<file path="src/rtl/trap_sequencer.sv">
// -----------------------------------------------------------------------------
// trap_sequencer
//
// Purpose:
//   Trap-entry / MRET sequencer placed directly in front of the CSR register
//   file. It owns the file's single write port and its read address. In IDLE,
//   pipeline CSR writes and reads pass straight through. On a trap it stalls
//   the pipeline and writes mepc, mcause, mtval and mstatus on consecutive
//   cycles, then strobes a PC redirect to mtvec. On MRET it rewrites mstatus,
//   then strobes a PC redirect to mepc.
//
// Optional feature:
//   TRAP_VECTORED_EN - when defined, interrupts taken with mtvec[1:0]==2'b01
//                      jump to BASE + 4*cause. When undefined, the target is
//                      always the direct-mode BASE (mtvec[1:0] ignored).
//
// Ports:
//   clk, rst_n              clock (rising edge), async active-low reset
//   pipe_we/waddr/wdata     pipeline CSR write request (ignored while busy)
//   pipe_raddr              pipeline CSR read address (used only in IDLE)
//   trap_req                single-cycle trap pulse with cause/pc/tval
//   trap_cause/pc/tval      trap information, latched on acceptance
//   mret_req                single-cycle MRET pulse
//   csr_rdata               combinational read data from the CSR file
//   csr_raddr               CSR file read address
//   csr_we/waddr/wdata      CSR file write port
//   busy                    pipeline stall, high whenever not IDLE
//   redirect_valid          one-cycle PC redirect strobe
//   redirect_pc             redirect target (word aligned, 0 when no strobe)
//   dbg_state               current FSM state, for observation only
//
// Handshake: there is no back-pressure. Requests are accepted only in a
// cycle where busy==0; requests presented while busy==1 are dropped. The
// redirect is a single-cycle strobe that the consumer must take when seen.
// -----------------------------------------------------------------------------
package trap_sequencer_pkg;
    typedef enum logic {
        REG_NO_WE = 1'b0,
        REG_WE    = 1'b1
    } reg_we_e;
endpackage

module trap_sequencer
    import trap_sequencer_pkg::*;
#(
    parameter logic [11:0] MTVEC_ADDR   = 12'h305,
    parameter logic [11:0] MEPC_ADDR    = 12'h341,
    parameter logic [11:0] MCAUSE_ADDR  = 12'h342,
    parameter logic [11:0] MTVAL_ADDR   = 12'h343,
    parameter logic [11:0] MSTATUS_ADDR = 12'h300
) (
    input  logic        clk,
    input  logic        rst_n,
    input  reg_we_e     pipe_we,
    input  logic [11:0] pipe_waddr,
    input  logic [31:0] pipe_wdata,
    input  logic [11:0] pipe_raddr,
    input  logic        trap_req,
    input  logic [31:0] trap_cause,
    input  logic [31:0] trap_pc,
    input  logic [31:0] trap_tval,
    input  logic        mret_req,
    input  logic [31:0] csr_rdata,
    output logic [11:0] csr_raddr,
    output reg_we_e     csr_we,
    output logic [11:0] csr_waddr,
    output logic [31:0] csr_wdata,
    output logic        busy,
    output logic        redirect_valid,
    output logic [31:0] redirect_pc,
    output logic [2:0]  dbg_state
);

    typedef enum logic [2:0] {
        IDLE      = 3'd0,
        T_MEPC    = 3'd1,
        T_MCAUSE  = 3'd2,
        T_MTVAL   = 3'd3,
        T_MSTATUS = 3'd4,
        T_JUMP    = 3'd5,
        R_MSTATUS = 3'd6,
        R_JUMP    = 3'd7
    } state_e;

    state_e      r_state;
    state_e      w_next;
    logic        w_latch;
    logic [31:0] r_cause;
    logic [31:0] r_pc;
    logic [31:0] r_tval;
    logic [31:0] w_base;

    // Direct-mode target: the CSR value with its mode bits dropped.
    assign w_base    = {csr_rdata[31:2], 2'b00};
    assign dbg_state = r_state;

    always_ff @(posedge clk or negedge rst_n) begin
        if (!rst_n) begin
            r_state <= IDLE;
            r_cause <= 32'd0;
            r_pc    <= 32'd0;
            r_tval  <= 32'd0;
        end else begin
            r_state <= w_next;
            if (w_latch) begin
                r_cause <= trap_cause;
                r_pc    <= trap_pc;
                r_tval  <= trap_tval;
            end
        end
    end

    always_comb begin
        w_next         = r_state;
        w_latch        = 1'b0;
        csr_raddr      = pipe_raddr;
        csr_we         = REG_NO_WE;
        csr_waddr      = 12'd0;
        csr_wdata      = 32'd0;
        busy           = 1'b1;
        redirect_valid = 1'b0;
        redirect_pc    = 32'd0;

        case (r_state)
            IDLE: begin
                busy      = 1'b0;
                csr_we    = pipe_we;
                csr_waddr = pipe_waddr;
                csr_wdata = pipe_wdata;
                if (trap_req) begin
                    // Faulting instruction does not retire: drop its write.
                    csr_we  = REG_NO_WE;
                    w_latch = 1'b1;
                    w_next  = T_MEPC;
                end else if (mret_req) begin
                    w_next = R_MSTATUS;
                end
            end
            T_MEPC: begin
                csr_we    = REG_WE;
                csr_waddr = MEPC_ADDR;
                csr_wdata = r_pc & 32'hFFFF_FFFC;
                w_next    = T_MCAUSE;
            end
            T_MCAUSE: begin
                csr_we    = REG_WE;
                csr_waddr = MCAUSE_ADDR;
                csr_wdata = r_cause;
                w_next    = T_MTVAL;
            end
            T_MTVAL: begin
                csr_we    = REG_WE;
                csr_waddr = MTVAL_ADDR;
                csr_wdata = r_tval;
                w_next    = T_MSTATUS;
            end
            T_MSTATUS: begin
                // Read-modify-write in one cycle: MPIE<-MIE, MIE<-0, MPP<-M.
                csr_raddr         = MSTATUS_ADDR;
                csr_we            = REG_WE;
                csr_waddr         = MSTATUS_ADDR;
                csr_wdata         = csr_rdata;
                csr_wdata[7]      = csr_rdata[3];
                csr_wdata[3]      = 1'b0;
                csr_wdata[12:11]  = 2'b11;
                w_next            = T_JUMP;
            end
            T_JUMP: begin
                csr_raddr      = MTVEC_ADDR;
                redirect_valid = 1'b1;
                redirect_pc    = w_base;
`ifdef TRAP_VECTORED_EN
                // Vectored interrupts: BASE + 4*cause, modulo 2^32.
                if ((csr_rdata[1:0] == 2'b01) && r_cause[31]) begin
                    redirect_pc = w_base + {r_cause[29:0], 2'b00};
                end
`endif
                w_next = IDLE;
            end
            R_MSTATUS: begin
                // MIE<-MPIE, MPIE<-1, MPP stays machine mode.
                csr_raddr         = MSTATUS_ADDR;
                csr_we            = REG_WE;
                csr_waddr         = MSTATUS_ADDR;
                csr_wdata         = csr_rdata;
                csr_wdata[3]      = csr_rdata[7];
                csr_wdata[7]      = 1'b1;
                csr_wdata[12:11]  = 2'b11;
                w_next            = R_JUMP;
            end
            R_JUMP: begin
                csr_raddr      = MEPC_ADDR;
                redirect_valid = 1'b1;
                redirect_pc    = w_base;
                w_next         = IDLE;
            end
            default: begin
                w_next = IDLE;
            end
        endcase

        // The write port must stay quiet while reset is held, whatever
        // the pipeline is presenting.
        if (!rst_n) begin
            csr_we = REG_NO_WE;
        end
    end

endmodule

</file>
<file path="config.mk">
export PLATFORM = sky130hd
export DESIGN_NAME = trap_sequencer
export DESIGN_NICKNAME = d
export VERILOG_FILES = /design/src/rtl/trap_sequencer.sv
export SDC_FILE = /design/constraint.sdc
export NUM_CORES = 1
export LEC_CHECK = 0
export CAP_MARGIN = 20
export CORE_AREA = 2 2 110 112
export CTS_BUF_LIST = sky130_fd_sc_hd__clkbuf_2 sky130_fd_sc_hd__clkbuf_4 sky130_fd_sc_hd__clkbuf_8
export DETAILED_ROUTE_END_ITERATION = 6
export DIE_AREA = 0 0 112 114
export DONT_BUFFER_PORTS = 1
export PLACE_DENSITY_LB_ADDON = 0.3
export SLEW_MARGIN = 0
export SYNTH_ARGS = -nofsm -noshare
export SYNTH_HDL_FRONTEND = slang
export SYNTH_SLANG_ARGS = --single-unit
export TNS_END_PERCENT = 100
</file>
<file path="constraint.sdc">
create_clock -name clk -period 2.25 [get_ports clk]
set_input_delay 0.225 -clock clk [delete_from_list [all_inputs] [get_ports clk]]
set_output_delay 0.225 -clock clk [all_outputs]
set_load 0.05 [all_outputs]
</file>
==> metrics, run 1 <==
outcome=complete, but fails checks; failing checks=hold timing; Std-Cell Rows=40; FF+latch count, synth=97; Pins Over Slew Limit=0; Post-Syn Area=5660 um2; Final Non-Filler Cells=742; dpl cells=626; core box area=11700 um2; cells after synthesis=449; Clock Skew=0.0159 ns; largest net degree at the start of global routing=99; WS Path Type=reg -> out; critical-path maximum fanout=14; Worst Setup End Kind=output pin; CTS max path bufs=2; Sequential Power Share=0.219; clk sinks=97; CP startpoint kind=flop; Post-DRT Antenna Nets=0; Avg Vias per Cell=5.83; Tot Pwr=15.3 mW; final worst path period share=0.978; Detailed Route WL=17.4 mm; Worst Path Required=2.03 ns; Starting Density=0.483; Reg clk slew, reported paths=0.10 ns; drt first pass iters=5; combinational share of power=0.704; setup ws final=0.0489 ns; GRT Total Usage=0.256; pwr dens=1910 nW/um2; Syn-to-layout area delta=41.4%; CP max stage cell=dfrtp_4; most used flip-flop cell after synthesis=dfrtp_1; Post-synth EDFFs=0; Wirelength per Cell=23.4 um; Final Critical Period=2.20 ns; Die Span X=112 um; ys async rst share=1.00; layout cells sized above 1=0.449; Final Util=0.683; hold_buf cts=95; sw frac=0.464; Buffers on Ports=0; Buf/Inv on CP=2; final hold violation count=97; First DRT Iteration DRCs=223; Synth area leaders=dfrtp_1 (43%), mux2_4 (16%), mux2_2 (12%); IO Pins=283; Critical Path Max Stage Delay=0.52 ns; routed via count=4324; gpl congestion=0.823; TritonCTS Buffers=9; Max-Cap Viols=0; Clk network pwr share=0.077; die height=114 um; vias in the first global route=4684; warnings from Yosys=0; first-pass GRT wire length=25.4 mm; area occupied by multi-input gates=3120 um2; antenna cells=0; post-route cell area=8000 um2; Clock Latency Late Sink=0.38 ns; dpl ws=0.345 ns; CTS tree=built; initial antenna violation count=0; crit-path cells=buf_12, mux2_2, a22oi_1, o22ai_2, buf_12; Mean Syn Cell Area=12.6 um2; largest area contributor in the netlist=dfrtp_1; hpwl dp=10.8 mm; Worst Path Arrival=1.98 ns; cell internal pwr=8.18 mW; Hold Path Class=in -> async; H-tree depth=3; VDD IR max=1.22 mV; filler cell count=791; Final Setup Violations=0; nets=779; die area=12800 um2; total negative slack=0 ns; achievable frequency=0.454 GHz; top cell family by delay on the critical path=flip-flops; root buf cell=clkbuf_8; leakage power=3.55 nW; FF/Latch Area=2440 um2; CP most frequent cell=buf_12; max_slew headroom=0.627; Yosys cell types=33; DRC=0; Worst-Margin Slew=0.562 ns; Sw Pwr=7.07 mW; total grt overflow=0; post-synthesis sequential area ratio=0.429; Yosys top cell area share=0.429; hold slack=-0.472 ns; Cell Area, Placed=6700 um2; RSZ-0062 raised after global routing=true
[path summary, 6_finish.rpt]
path | to | slack [ns] | startpoint | cells past startpoint
max in group asynchronous | dbg_state[1]$_DFFE_PN0P_ | 2.57 | rst_n | 0
setup reg to reg | r_cause[20]$_DFFE_PN0P_ | 0.33 | dbg_state[2]$_DFFE_PN0P_ | 4
hold reg to reg | r_cause[31]$_DFFE_PN0P_ | 0.51 | r_cause[31]$_DFFE_PN0P_ | 1
min in group clk | dbg_state[2]$_DFFE_PN0P_ | 0.16 | trap_req | 3
setup / recovery | csr_wdata[24] | 0.05 | dbg_state[1]$_DFFE_PN0P_ | 5
hold / removal | r_cause[26]$_DFFE_PN0P_ | -0.47 | rst_n | 0
[cells by family after synthesis]
group | after synthesis | synth area share
flip-flops | 97 | 0.429
AND/OR/NAND/NOR | 73 | 0.0768
AO/OA/AOI/OAI | 65 | 0.0763
multiplexers | 163 | 0.355
other | 1 | 0.000663
buffers and inverters | 50 | 0.0617
[sequential cells by signal, summed over array words and instances, names as in the netlist]
name and flops:
r_pc 30, r_tval 32, r_cause 32, dbg_state 3
[cell usage after synthesis, types with 6 or more instances]
| cell type | n |
|---|---|
| a22oi_1 | 19 |
| and2_1 | 10 |
| and3_1 | 31 |
| buf_12 | 7 |
| buf_4 | 9 |
| clkbuf_1 | 19 |
| dfrtp_1 | 97 |
| inv_1 | 8 |
| mux2_2 | 62 |
| mux2_4 | 60 |
| mux2i_1 | 41 |
| nor2_1 | 8 |
| nor2b_1 | 9 |
| o21ai_0 | 6 |
| o22ai_1 | 31 |
[placed cells by master, fill, tap and decap left out, types with 2 or more instances in the layout]
cell type	Yosys	layout
o22ai_1	31	2
buf_4	9	35
dlygate4sd3_1	0	95
mux2i_1	41	37
a21oi_1	3	3
nor3_1	2	2
clkinvlp_4	0	2
buf_12	7	37
mux2i_2	0	4
clkinv_2	0	2
and3_1	31	31
inv_1	8	8
clkbuf_16	0	2
a22oi_2	0	5
dfrtp_1	97	94
buf_6	1	2
or2_2	3	3
mux2_2	62	62
nor2_1	8	4
and2_1	10	9
o22ai_2	0	29
nand2_1	4	4
a211oi_1	2	2
o21ai_1	0	3
nor2b_1	9	9
clkbuf_8	0	10
a22oi_1	19	14
nor2_2	1	5
conb_1	1	2
mux2_4	60	60
dfrtp_4	0	3
o21ai_0	6	3
[what timing repair did]
item | CTS | global route
setup endpoints to repair | 10 | 10
buffers inserted | 0 | 3
gates resized for setup | 2 | 19
hold endpoints to repair | 192 | 97
gates cloned | 0 | 2
[final cells by class]
type,instances,share of cell area
Timing Repair Buffer,171,0.253
Sequential cell,97,0.305
Clock inverter,5,0.00688
Tap cell,147,0.0230
Multi-Input combinational cell,303,0.390
Inverter,8,0.00375
Clock buffer,11,0.0181
[power groups by stage]
stage | Combinational (mW) | Sequential (mW) | Clock (mW)
final | 10.7 | 3.33 | 1.18
after global routing | 11.2 | 3.43 | 1.28
after CTS | 10.4 | 3.29 | 1.20
after detailed placement | 10.2 | 3.31 | 0
after global placement | 10.1 | 3.26 | 0
after floorplan | 7.21 | 3.10 | 0
[metal layers]
metal | vias up | GRT usage | part of all wire
li1 | 1914 | - | -
met1 | 2173 | 0.306 | 0.40
met2 | 209 | 0.445 | 0.51
met3 | 28 | 0.0622 | 0.064
met4 | 0 | 0.107 | 0.023
met5 | - | 0 | 0
Power figures use the tool's default switching activity.
==> run 2: changes to the inputs <==
- ABC_AREA: not set -> 1
- CORE_AREA: 2 2 110 112 -> 2 2 111 113
- DIE_AREA: 0 0 112 114 -> 0 0 113 115
==> metrics, run 2 <==
worst reg2reg path depth=8; dpl ws=0.264 ns; CP startpoint kind=flop; outcome=complete, but fails checks; Wirelength per Cell=17.7 um; Die Span X=113 um; gpl congestion=0.894; post-synthesis sequential area ratio=0.418; met3 global-route usage=0.0685; Worst Path Required=2.03 ns; First DRT Iteration DRCs=650; leakage power=4.54 nW; RSZ-0062 raised after global routing=false; root buf cell=clkbuf_8; clk sinks=97; Yosys top cell area share=0.418; GRT Total Usage=0.322; nets=1237; Post-DRT Antenna Nets=0; first-pass GRT wire length=32.4 mm; Avg Vias per Cell=5.29; Worst Path Arrival=1.94 ns; H-tree depth=3; initial antenna violation count=2; die height=115 um; routed via count=6360; core box area=11800 um2; dpl cells=1081; failing checks=DRC, hold timing; Tot Pwr=14.4 mW; synth cell count leaders=nand2_1 (281), nor2_1 (139), nand3_1 (132); Starting Density=0.492; layout cells sized above 1=0.149; drt first pass iters=7; R2R setup slack=0.27 ns; Synth area leaders=dfrtp_1 (42%), nand2_1 (18%), nand3_1 (11%); setup ws final=0.0873 ns; Detailed Route WL=21.3 mm; achievable frequency=0.462 GHz; commonest non-fill, non-tap cell in the layout=nand2_1; Post-Synth Adder-Cell Area=0; mux share of post-synthesis cell area=0; grt met2 use=0.545; vias in the first global route=6044; sw frac=0.528; met1 global-route usage=0.428; Final Critical Period=2.16 ns; most used flip-flop cell after synthesis=dfrtp_1; Hold Path Class=in -> async; Clock Skew=0.00992 ns; warnings from Yosys=0; cells after synthesis=881; top flop regs=r_cause (32), r_tval (32), r_pc (30); xor/xnor share of the synthesized area=0; Final Non-Filler Cells=1202; Sw Pwr=7.61 mW; Worst Setup End Kind=output pin; grt peak-use layer=met2; cell internal pwr=6.80 mW; CTS max path bufs=2; DRC=21; Post-synth EDFFs=0; commonest non-fill, non-tap cells in the layout=nand2_1 (281), nor2_1 (137), nand3_1 (131), inv_1 (99), dlygate4sd3_1 (96); Mean Syn Cell Area=6.59 um2; Clock Latency Late Sink=0.38 ns; final worst path period share=0.961; final hold violation count=97; Reg clk slew, reported paths=0.11 ns; Critical R2R Capture=r_pc[4]$_DFFE_PN0P_; Post-Syn Area=5810 um2; Clk network pwr share=0.081; die area=13000 um2; Sequential Power Share=0.211; pwr dens=1730 nW/um2; count leader, synth=nand2_1; TritonCTS Buffers=9; largest area contributor in the netlist=dfrtp_1; hpwl dp=14.3 mm; critical-path maximum fanout=9; Simple-Gate Fraction of Synth Area=0.432; combinational share of power=0.709; CTS tree=built; WS Path Type=reg -> out; total grt overflow=0; largest net degree at the start of global routing=99; VDD IR max=0.757 mV; hold slack=-0.472 ns; Buffers on Ports=0; Final Setup Violations=0; ys async rst share=1.00; IO Pins=283; Final Util=0.703; Std-Cell Rows=40; FF+latch count, synth=97; Syn-to-layout area delta=43.1%; reg2reg start=dbg_state[0]$_DFFE_PN0P_; Pins Over Slew Limit=0; Synth Area in Compound Gates=0.0237; Max-Cap Viols=0; Yosys cell types=24; largest family of logic cells by synthesized area=simple AND/OR/NAND/NOR gates
-- run 2: changes by cell type in the layout (fill, tap and decap cells not counted), sizes merged, moves of 30 or more --
| cell | previous run | this run |
|---|---|---|
| nand2 | 4 | 284 |
| mux2 | 122 | 0 |
| mux2i | 41 | 0 |
| nor2 | 9 | 141 |
| o22ai | 31 | 0 |
| inv | 8 | 105 |
| buf | 74 | 122 |
| nand3 | 1 | 133 |
| and3 | 31 | 0 |
| nand4 | 0 | 30 |
-- run 2: power groups by stage --
stage / Clock, mW / Combinational (mW) / Sequential [mW]
floorplan: 0 / 5.90 / 2.99
global placement: 0 / 9.59 / 3.04
detailed placement: 0 / 9.69 / 3.07
CTS: 1.16 / 9.95 / 3.01
global route: 1.25 / 10.8 / 3.12
finish: 1.16 / 10.2 / 3.03
-- run 2: kinds of logic after synthesis --
logic type,after synthesis
simple gates,591
compound gates,27
other cells,1
flops,97
buf+inv,165
-- run 2: final cells by class --
| class | instances | area (um2) |
|---|---|---|
| diodes | 2 | 5.00 |
| flip-flops and latches | 97 | 2430 |
| repair buffers | 218 | 2400 |
| clock inverters | 7 | 70.1 |
| inverters | 102 | 400 |
| fillers | 962 | 3500 |
| clock buffers | 9 | 124 |
| well taps | 147 | 184 |
| multi-input cells | 620 | 2690 |
-- run 2: metrics by stage --
| step | setup TNS, ns | hold slack [ns] | instance area (um2) |
|---|---|---|---|
| after floorplan | -0.0343 | -0.0706 | 5820 |
| after global placement | 0 | -0.0673 | 7000 |
| after detailed placement | 0 | -0.0688 | 7000 |
| after CTS | -0.370 | -0.479 | 8170 |
| after global routing | 0 | -0.491 | 8310 |
| final | 0 | -0.472 | 8310 |
-- run 2: worst max-delay path by stage --
stage / cells after the start / end / startpoint / slack [ns]
6_report: 7 / csr_wdata[22] / dbg_state[0]$_DFFE_PN0P_ / 0.09
5_1_grt: 7 / csr_waddr[1] / dbg_state[0]$_DFFE_PN0P_ / 0.006
4_1_cts: 6 / csr_wdata[22] / dbg_state[2]$_DFFE_PN0P_ / -0.05
3_5_place_dp: 8 / csr_wdata[17] / dbg_state[0]$_DFFE_PN0P_ / 0.26
3_3_place_gp: 8 / csr_wdata[4] / dbg_state[0]$_DFFE_PN0P_ / 0.26
2_1_floorplan: 5 / csr_raddr[6] / dbg_state[2]$_DFFE_PN0P_ / -0.03
-- run 2: critical path: stages, from the launching register on --
cell and delay [ns]:
dfrtp_2 0.47, buf_4 0.19, nand3_4 0.14, buf_4 0.17, nor2_1 0.05, nor2_1 0.18
nand3_1 0.16, buf_12 0.19
-- run 2: routing by layer --
metal / part of all wire / wire length, um
met1: 0.41 / 8720
met2: 0.49 / 10400
met3: 0.082 / 1740
met4: 0.021 / 446
met5: 0 / 0
-- run 2: what timing repair did --
action                                  in CTS  in global routing
resized for setup                            3                 16
endpoints found under the setup margin      29                 31
hold buffers                                94                  3
setup buffers                                2                  5
endpoints found under the hold margin      182                102
